$ cat src/rtl/fifo_wr_arbiter_if.sv
// rtl/fifo_wr_arbiter_if.sv - requester and FIFO write-port bundle for fifo_wr_arbiter
interface fifo_wr_arbiter_if #(
  parameter int NREQ  = 4,
  parameter int DSIZE = 8
);
  logic [NREQ-1:0]       req_valid;
  logic [NREQ-1:0]       req_last;
  logic [NREQ*DSIZE-1:0] req_data;
  logic [NREQ-1:0]       req_ready;
  logic                  wfull;
  logic                  winc;
  logic [DSIZE-1:0]      wdata;
  logic [NREQ-1:0]       gnt;
  logic                  busy;

  // master: the arbiter itself; slave: producers plus FIFO environment
  modport master (
    input  req_valid, req_last, req_data, wfull,
    output req_ready, winc, wdata, gnt, busy
  );

  modport slave (
    output req_valid, req_last, req_data, wfull,
    input  req_ready, winc, wdata, gnt, busy
  );
endinterface

$ cat src/rtl/fifo_wr_arbiter.sv
// rtl/fifo_wr_arbiter.sv - round-robin burst arbiter sharing the async FIFO write port
// Grants one requester per burst; wfull gates winc combinationally so the FIFO never overflows.
module fifo_wr_arbiter #(
  parameter int NREQ      = 4,
  parameter int DSIZE     = 8,
  parameter int MAX_BURST = 16,
  parameter int BW        = $clog2(MAX_BURST + 1)
) (
  input  logic                 wclk,
  input  logic                 wrst_n,
  fifo_wr_arbiter_if.master    bus
);

  localparam int            PW      = $clog2(NREQ);
  localparam logic [BW-1:0] MAX_CNT = BW'(MAX_BURST);

  typedef enum logic {
    IDLE  = 1'b0,
    BURST = 1'b1
  } state_t;

  state_t          state_q, state_d;
  logic [NREQ-1:0] gnt_q, gnt_d;
  logic [PW-1:0]   rr_ptr_q, rr_ptr_d;
  logic [BW-1:0]   beat_cnt_q, beat_cnt_d;

  logic            pick_hi_vld, pick_lo_vld;
  logic [PW-1:0]   pick_hi, pick_lo, pick_idx;
  logic            g_valid, g_last, accept;
  logic [DSIZE-1:0] g_data;
  logic [BW-1:0]   cnt_inc;

  // Round-robin: first valid above rr_ptr wins, otherwise wrap to the lowest valid.
  always_comb begin
    pick_hi_vld = 1'b0;
    pick_lo_vld = 1'b0;
    pick_hi     = '0;
    pick_lo     = '0;
    for (int i = 0; i < NREQ; i++) begin
      if (bus.req_valid[i]) begin
        if (!pick_lo_vld) begin
          pick_lo_vld = 1'b1;
          pick_lo     = PW'(i);
        end
        if (!pick_hi_vld && (PW'(i) > rr_ptr_q)) begin
          pick_hi_vld = 1'b1;
          pick_hi     = PW'(i);
        end
      end
    end
    pick_idx = pick_hi_vld ? pick_hi : pick_lo;
  end

  // AND-OR mux keyed by the one-hot grant; all zero while idle.
  always_comb begin
    g_valid = |(gnt_q & bus.req_valid);
    g_last  = |(gnt_q & bus.req_last);
    g_data  = '0;
    for (int i = 0; i < NREQ; i++) begin
      g_data = g_data | (bus.req_data[i*DSIZE +: DSIZE] & {DSIZE{gnt_q[i]}});
    end
  end

  assign accept  = (state_q == BURST) && g_valid && !bus.wfull;
  assign cnt_inc = beat_cnt_q + BW'(1);

  always_ff @(posedge wclk or negedge wrst_n) begin
    if (!wrst_n) begin
      state_q    <= IDLE;
      gnt_q      <= '0;
      rr_ptr_q   <= PW'(NREQ - 1);
      beat_cnt_q <= '0;
    end else begin
      state_q    <= state_d;
      gnt_q      <= gnt_d;
      rr_ptr_q   <= rr_ptr_d;
      beat_cnt_q <= beat_cnt_d;
    end
  end

  always_comb begin
    state_d    = state_q;
    gnt_d      = gnt_q;
    rr_ptr_d   = rr_ptr_q;
    beat_cnt_d = beat_cnt_q;
    case (state_q)
      IDLE: begin
        if (pick_lo_vld) begin
          state_d    = BURST;
          gnt_d      = NREQ'(1) << pick_idx;
          rr_ptr_d   = pick_idx;
          beat_cnt_d = '0;
        end
      end
      BURST: begin
        if (accept) begin
          beat_cnt_d = cnt_inc;
          if (g_last || (cnt_inc == MAX_CNT)) begin
            state_d = IDLE;
            gnt_d   = '0;
          end
        end else if (!bus.wfull && !g_valid) begin
          // Requester dropped valid while the FIFO had room: give the port away.
          state_d = IDLE;
          gnt_d   = '0;
        end
      end
      default: begin
        state_d = IDLE;
        gnt_d   = '0;
      end
    endcase
  end

  always_comb begin
    bus.req_ready = ((state_q == BURST) && !bus.wfull) ? gnt_q : '0;
    bus.winc      = accept;
    bus.wdata     = g_data;
    bus.gnt       = gnt_q;
    bus.busy      = (state_q == BURST);
  end

  a_gnt_onehot: assert property (@(posedge wclk) disable iff (!wrst_n) $onehot0(gnt_q));
  a_cnt_bound:  assert property (@(posedge wclk) disable iff (!wrst_n) beat_cnt_q <= MAX_CNT);
  a_busy_gnt:   assert property (@(posedge wclk) disable iff (!wrst_n)
                                 (state_q == BURST) == (gnt_q != '0));

endmodule
$ cat src/flat_wrapper.sv
// flat-port wrapper written by rule: the top's interface ports become plain ports
module fifo_wr_arbiter_flat 
#(
  parameter int NREQ      = 4,
  parameter int DSIZE     = 8,
  parameter int MAX_BURST = 16,
  parameter int BW        = $clog2(MAX_BURST + 1)
)
  (wclk, wrst_n, bus_req_valid, bus_req_last, bus_req_data, bus_wfull, bus_req_ready, bus_winc, bus_wdata, bus_gnt, bus_busy);
  fifo_wr_arbiter_if #(.NREQ(NREQ), .DSIZE(DSIZE)) bus_i ();
  input  logic wclk;
  input  logic wrst_n;
  input wire logic [$bits(bus_i.req_valid)-1:0] bus_req_valid;
  input wire logic [$bits(bus_i.req_last)-1:0] bus_req_last;
  input wire logic [$bits(bus_i.req_data)-1:0] bus_req_data;
  input wire logic [$bits(bus_i.wfull)-1:0] bus_wfull;
  output wire logic [$bits(bus_i.req_ready)-1:0] bus_req_ready;
  output wire logic [$bits(bus_i.winc)-1:0] bus_winc;
  output wire logic [$bits(bus_i.wdata)-1:0] bus_wdata;
  output wire logic [$bits(bus_i.gnt)-1:0] bus_gnt;
  output wire logic [$bits(bus_i.busy)-1:0] bus_busy;
  assign bus_i.req_valid = bus_req_valid;
  assign bus_i.req_last = bus_req_last;
  assign bus_i.req_data = bus_req_data;
  assign bus_i.wfull = bus_wfull;
  assign bus_req_ready = bus_i.req_ready;
  assign bus_winc = bus_i.winc;
  assign bus_wdata = bus_i.wdata;
  assign bus_gnt = bus_i.gnt;
  assign bus_busy = bus_i.busy;
  fifo_wr_arbiter #(.NREQ(NREQ), .DSIZE(DSIZE), .MAX_BURST(MAX_BURST), .BW(BW)) u_core (.wclk(wclk), .wrst_n(wrst_n), .bus(bus_i));
endmodule
$ cat config.mk
export PLATFORM = sky130hd
export DESIGN_NAME = fifo_wr_arbiter_flat
export DESIGN_NICKNAME = d
export VERILOG_FILES = /design/src/rtl/fifo_wr_arbiter_if.sv /design/src/rtl/fifo_wr_arbiter.sv /design/src/flat_wrapper.sv
export SDC_FILE = /design/constraint.sdc
export NUM_CORES = 1
export LEC_CHECK = 0
export CORE_MARGIN = 1.5
export CORE_UTILIZATION = 37
export DETAILED_ROUTE_END_ITERATION = 10
export GPL_TIMING_DRIVEN = 0
export PLACE_DENSITY = 0.87
export REMOVE_ABC_BUFFERS = 1
export SETUP_SLACK_MARGIN = 0.02
export SLEW_MARGIN = 20
export SYNTH_ARGS = -nofsm -noshare
export SYNTH_HDL_FRONTEND = slang
export SYNTH_SLANG_ARGS = --single-unit
$ cat constraint.sdc
create_clock -name wclk -period 2.7 [get_ports wclk]
set_input_delay 0.675 -clock wclk [delete_from_list [all_inputs] [get_ports wclk]]
set_output_delay 0.675 -clock wclk [all_outputs]
set_load 0.01 [all_outputs]
==> results of run 1 <==
==> layer usage <==
layer / vias to the layer above / wire (um) / track usage, %
met4: 0 / 45 / 10.1
met5: - / 0 / 0
met1: 495 / 1100 / 23.7
met3: 5 / 342 / 6.61
li1: 519 / - / -
met2: 55 / 1310 / 39.1
==> final timing paths <==
check                           slack (ns)                          endpoint  depth (start not counted)
worst min-delay path                  0.50    u_core.rr_ptr_q[0]$_DFFE_PN1P_                          2
max in group asynchronous             1.60    u_core.rr_ptr_q[1]$_DFFE_PN1P_                          1
worst max-delay path                  0.06                          bus_winc                          6
min in group asynchronous             0.74  u_core.beat_cnt_q[1]$_DFFE_PN0P_                          1
worst max register to register        0.92     u_core.bus.gnt[3]$_DFFE_PN0P_                          6
worst min register to register        0.50    u_core.rr_ptr_q[0]$_DFFE_PN1P_                          2
==> state kept, by name, indices dropped and copies added, names as in the netlist <==
name / flops
u_core.beat_cnt_q: 5
u_core.bus.gnt: 4
u_core.rr_ptr_q: 2
u_core.bus.busy: 1
==> tightest hold or removal path, delay by kind of cell (launching register included) <==
kind / cells / cell delay, ns
compound gates: 1 / 0.07
simple gates: 1 / 0.04
flops: 1 / 0.38
==> cells in the final DEF, fill, tap and decap left out, drive strengths merged <==
cell type,netlist,routed
and2,5,5
nor2,3,3
dfstp,2,2
a211oi,1,1
a21o,2,2
mux2i,1,1
o21a,1,1
dlygate4sd2,0,3
clkbuf,4,4
nand2,18,18
a32o,5,5
a21oi,3,3
xor2,2,2
a21boi,1,1
and2b,2,2
dfrtp,10,10
buf,1,3
inv,1,1
o21ai,7,7
ha,1,1
nand2b,3,3
nor2b,2,2
clkdlybuf4s50,0,55
o2111a,1,1
nand3,6,6
clkdlybuf4s15,0,2
and4b,1,1
a22oi,20,20
nor3b,1,1
==> cells by family (layout without fill, tap and decap cells) <==
logic type / after synthesis / count (layout)
AND/OR/NAND/NOR: 41 / 41
flip-flops: 12 / 12
buffers and inverters: 6 / 68
AO/OA/AOI/OAI: 41 / 41
multiplexers: 1 / 1
XOR/XNOR: 2 / 2
adder cells (fa/ha/maj): 1 / 1
==> stage by stage <==
stage / area, sq um / setup slack (ns) / util, % / instances
floorplan: 860 / 0.814 / - / 99
global route: 1560 / -0.00594 / 69.7 / 194
global placement: 1500 / -0.238 / 66.9 / 187
detailed placement: 1500 / -0.253 / 66.9 / 187
CTS: 1540 / 0.0304 / 69.1 / 193
finish: 1560 / 0.0583 / 69.7 / 194
==> report_power, final <==
| part | switching, uW | internal, uW |
|---|---|---|
| Sequential | 132 | 248 |
| Clock | 64.9 | 82.2 |
| Combinational | 281 | 394 |
==> timing repair <==
| item | CTS | global route |
|---|---|---|
| resized for setup | 6 | 3 |
| buffers inserted | 2 | 1 |
| hold buffers | 0 | 0 |
| cloned | 0 | 0 |
| pin swaps | 1 | 0 |
| setup endpoints to repair | 5 | 3 |
==> area by class of cell <==
| cell class | instances | area (sq um) |
|---|---|---|
| fillers | 179 | 676 |
| well taps | 28 | 35.0 |
| inverters | 1 | 3.75 |
| flip-flops and latches | 12 | 303 |
| clock buffers | 4 | 36.3 |
| repair buffers | 63 | 619 |
| multi-input cells | 86 | 561 |
==> impl_metrics.json, run 1 <==
{
  "ys_seq_elements": 12,
  "cts_tree": "done",
  "rsz0062_at_grt": "yes",
  "crit_family": "buffers and inverters",
  "synth_edf_count": 0,
  "route.detailed.drc": 0,
  "cts_made_buffers": 3,
  "netlist_area_sq_um": 880,
  "grt_pass1_wl_mm": 4.40,
  "grt_pass1_vias": 1023,
  "cp_slowest_cell": "clkdlybuf4s50_1",
  "syn2layout_area_growth_pct": 77.1,
  "endpoint_kind": "primary output",
  "synthFlopType": "dfrtp_1",
  "async_flop_share_pct": 100,
  "cts.sinks": 12,
  "cts_root_buf": "clkbuf_4",
  "clkTransAtPathRegs_ns": 0.08,
  "io_pins": 61,
  "fin_crit_ns": 2.64,
  "critPathLaunchType": "input port",
  "tightest_slew_ns": 0.533,
  "hold_path.class": "register to register",
  "rows": 17,
  "post-dp-hpwl_mm": 2.13,
  "status": "completed",
  "critPathMaxStageDelay_ns": 0.45,
  "synth_xor_xnor_area_share_pct": 1.99,
  "wl_per_cell_um": 14.5,
  "synth.distinct_cells": 27,
  "cp.arrival_ns": 1.97,
  "vias": 1074,
  "synth_mux_area_share_pct": 1.14,
  "synthAdderAreaFrac_pct": 1.42,
  "grt_usage_pct": 22.0,
  "leakagePower_uw": 0.000668,
  "synth_compound_area_share_pct": 34.0,
  "hp-start": "u_core.rr_ptr_q[0]$_DFFE_PN1P_",
  "fin_skew_ns": 0.000876,
  "fmax_mhz": 379,
  "place_congestion": 0.822,
  "fin_nets": 211,
  "slew_headroom_pct": 64.4,
  "crit_buf_inv": 3,
  "synthTopCellsByCount": "20 x a22oi_1, 18 x nand2_1, 10 x dfrtp_1",
  "worstReg2RegStart": "u_core.bus.gnt[0]$_DFFE_PN0P_",
  "synth-simple-area-share_pct": 24.3,
  "period_share_pct": 97.8,
  "yosys_warnings": 0,
  "yosysSeqAreaShare_pct": 34.4,
  "clock_latency_ns": 0.28,
  "port_buffers": 60,
  "gr-total-overflow": 0,
  "htreeDepth": 1,
  "finalMaxSlewViolations": 0,
  "synth.top_cell.area_share_pct": 28.4,
  "synth_top_family_by_area": "compound AO/OA/AOI/OAI gates",
  "setup_tns_ns": 0,
  "path_class": "input port to primary output",
  "drt-vias-per-instance": 5.54,
  "syn_avg_cell_area_sq_um": 8.46,
  "cap_violations": 0,
  "yosysMostFrequentCell": "a22oi_1",
  "hold_viol": 0,
  "holdWs_ns": 0.505,
  "wirelength_mm": 2.80,
  "synth_area_leaders": "dfrtp_1 28%, a22oi_1 17%, nand2_1 7.7%",
  "yosysTopAreaCell": "dfrtp_1",
  "antenna_found_initial": 0,
  "ant_nets": 0,
  "dieHeight_um": 51.8,
  "drive_above_1_share_pct": 7.83,
  "crit_chain": "clkdlybuf4s50_1, a22oi_1, nand2_1, nand2_4, inv_1, dlygate4sd2_1",
  "ir_drop_mv": 0.634,
  "n_antenna_cell": 0,
  "setup_violations": 0,
  "die_area_sq_um": 2680,
  "cp_max_fo": 8,
  "fin_total_pwr_uw": 1200,
  "syn_inst": 104,
  "grt_start_max_net_pins": 14,
  "cts_buffer_depth": 2,
  "critPathLaunch": "bus_req_valid[0]",
  "drt_pass1_iterations": 4,
  "start_util_pct": 39.4,
  "initialDrtViolationCount": 35,
  "required_ns": 2.03,
  "core_area_sq_um": 2230,
  "die_x_um": 51.8,
  "p_per_area_nw_per_um2": 772
}
Power figures use the tool's default switching activity.
==> run 2, diff against run 1 <==
Settings changed: CAP_MARGIN from default to 20, SLEW_MARGIN 20 to 5.
==> results of run 2 <==
The final DEF is identical to that of run 1; final timing and power are the same.
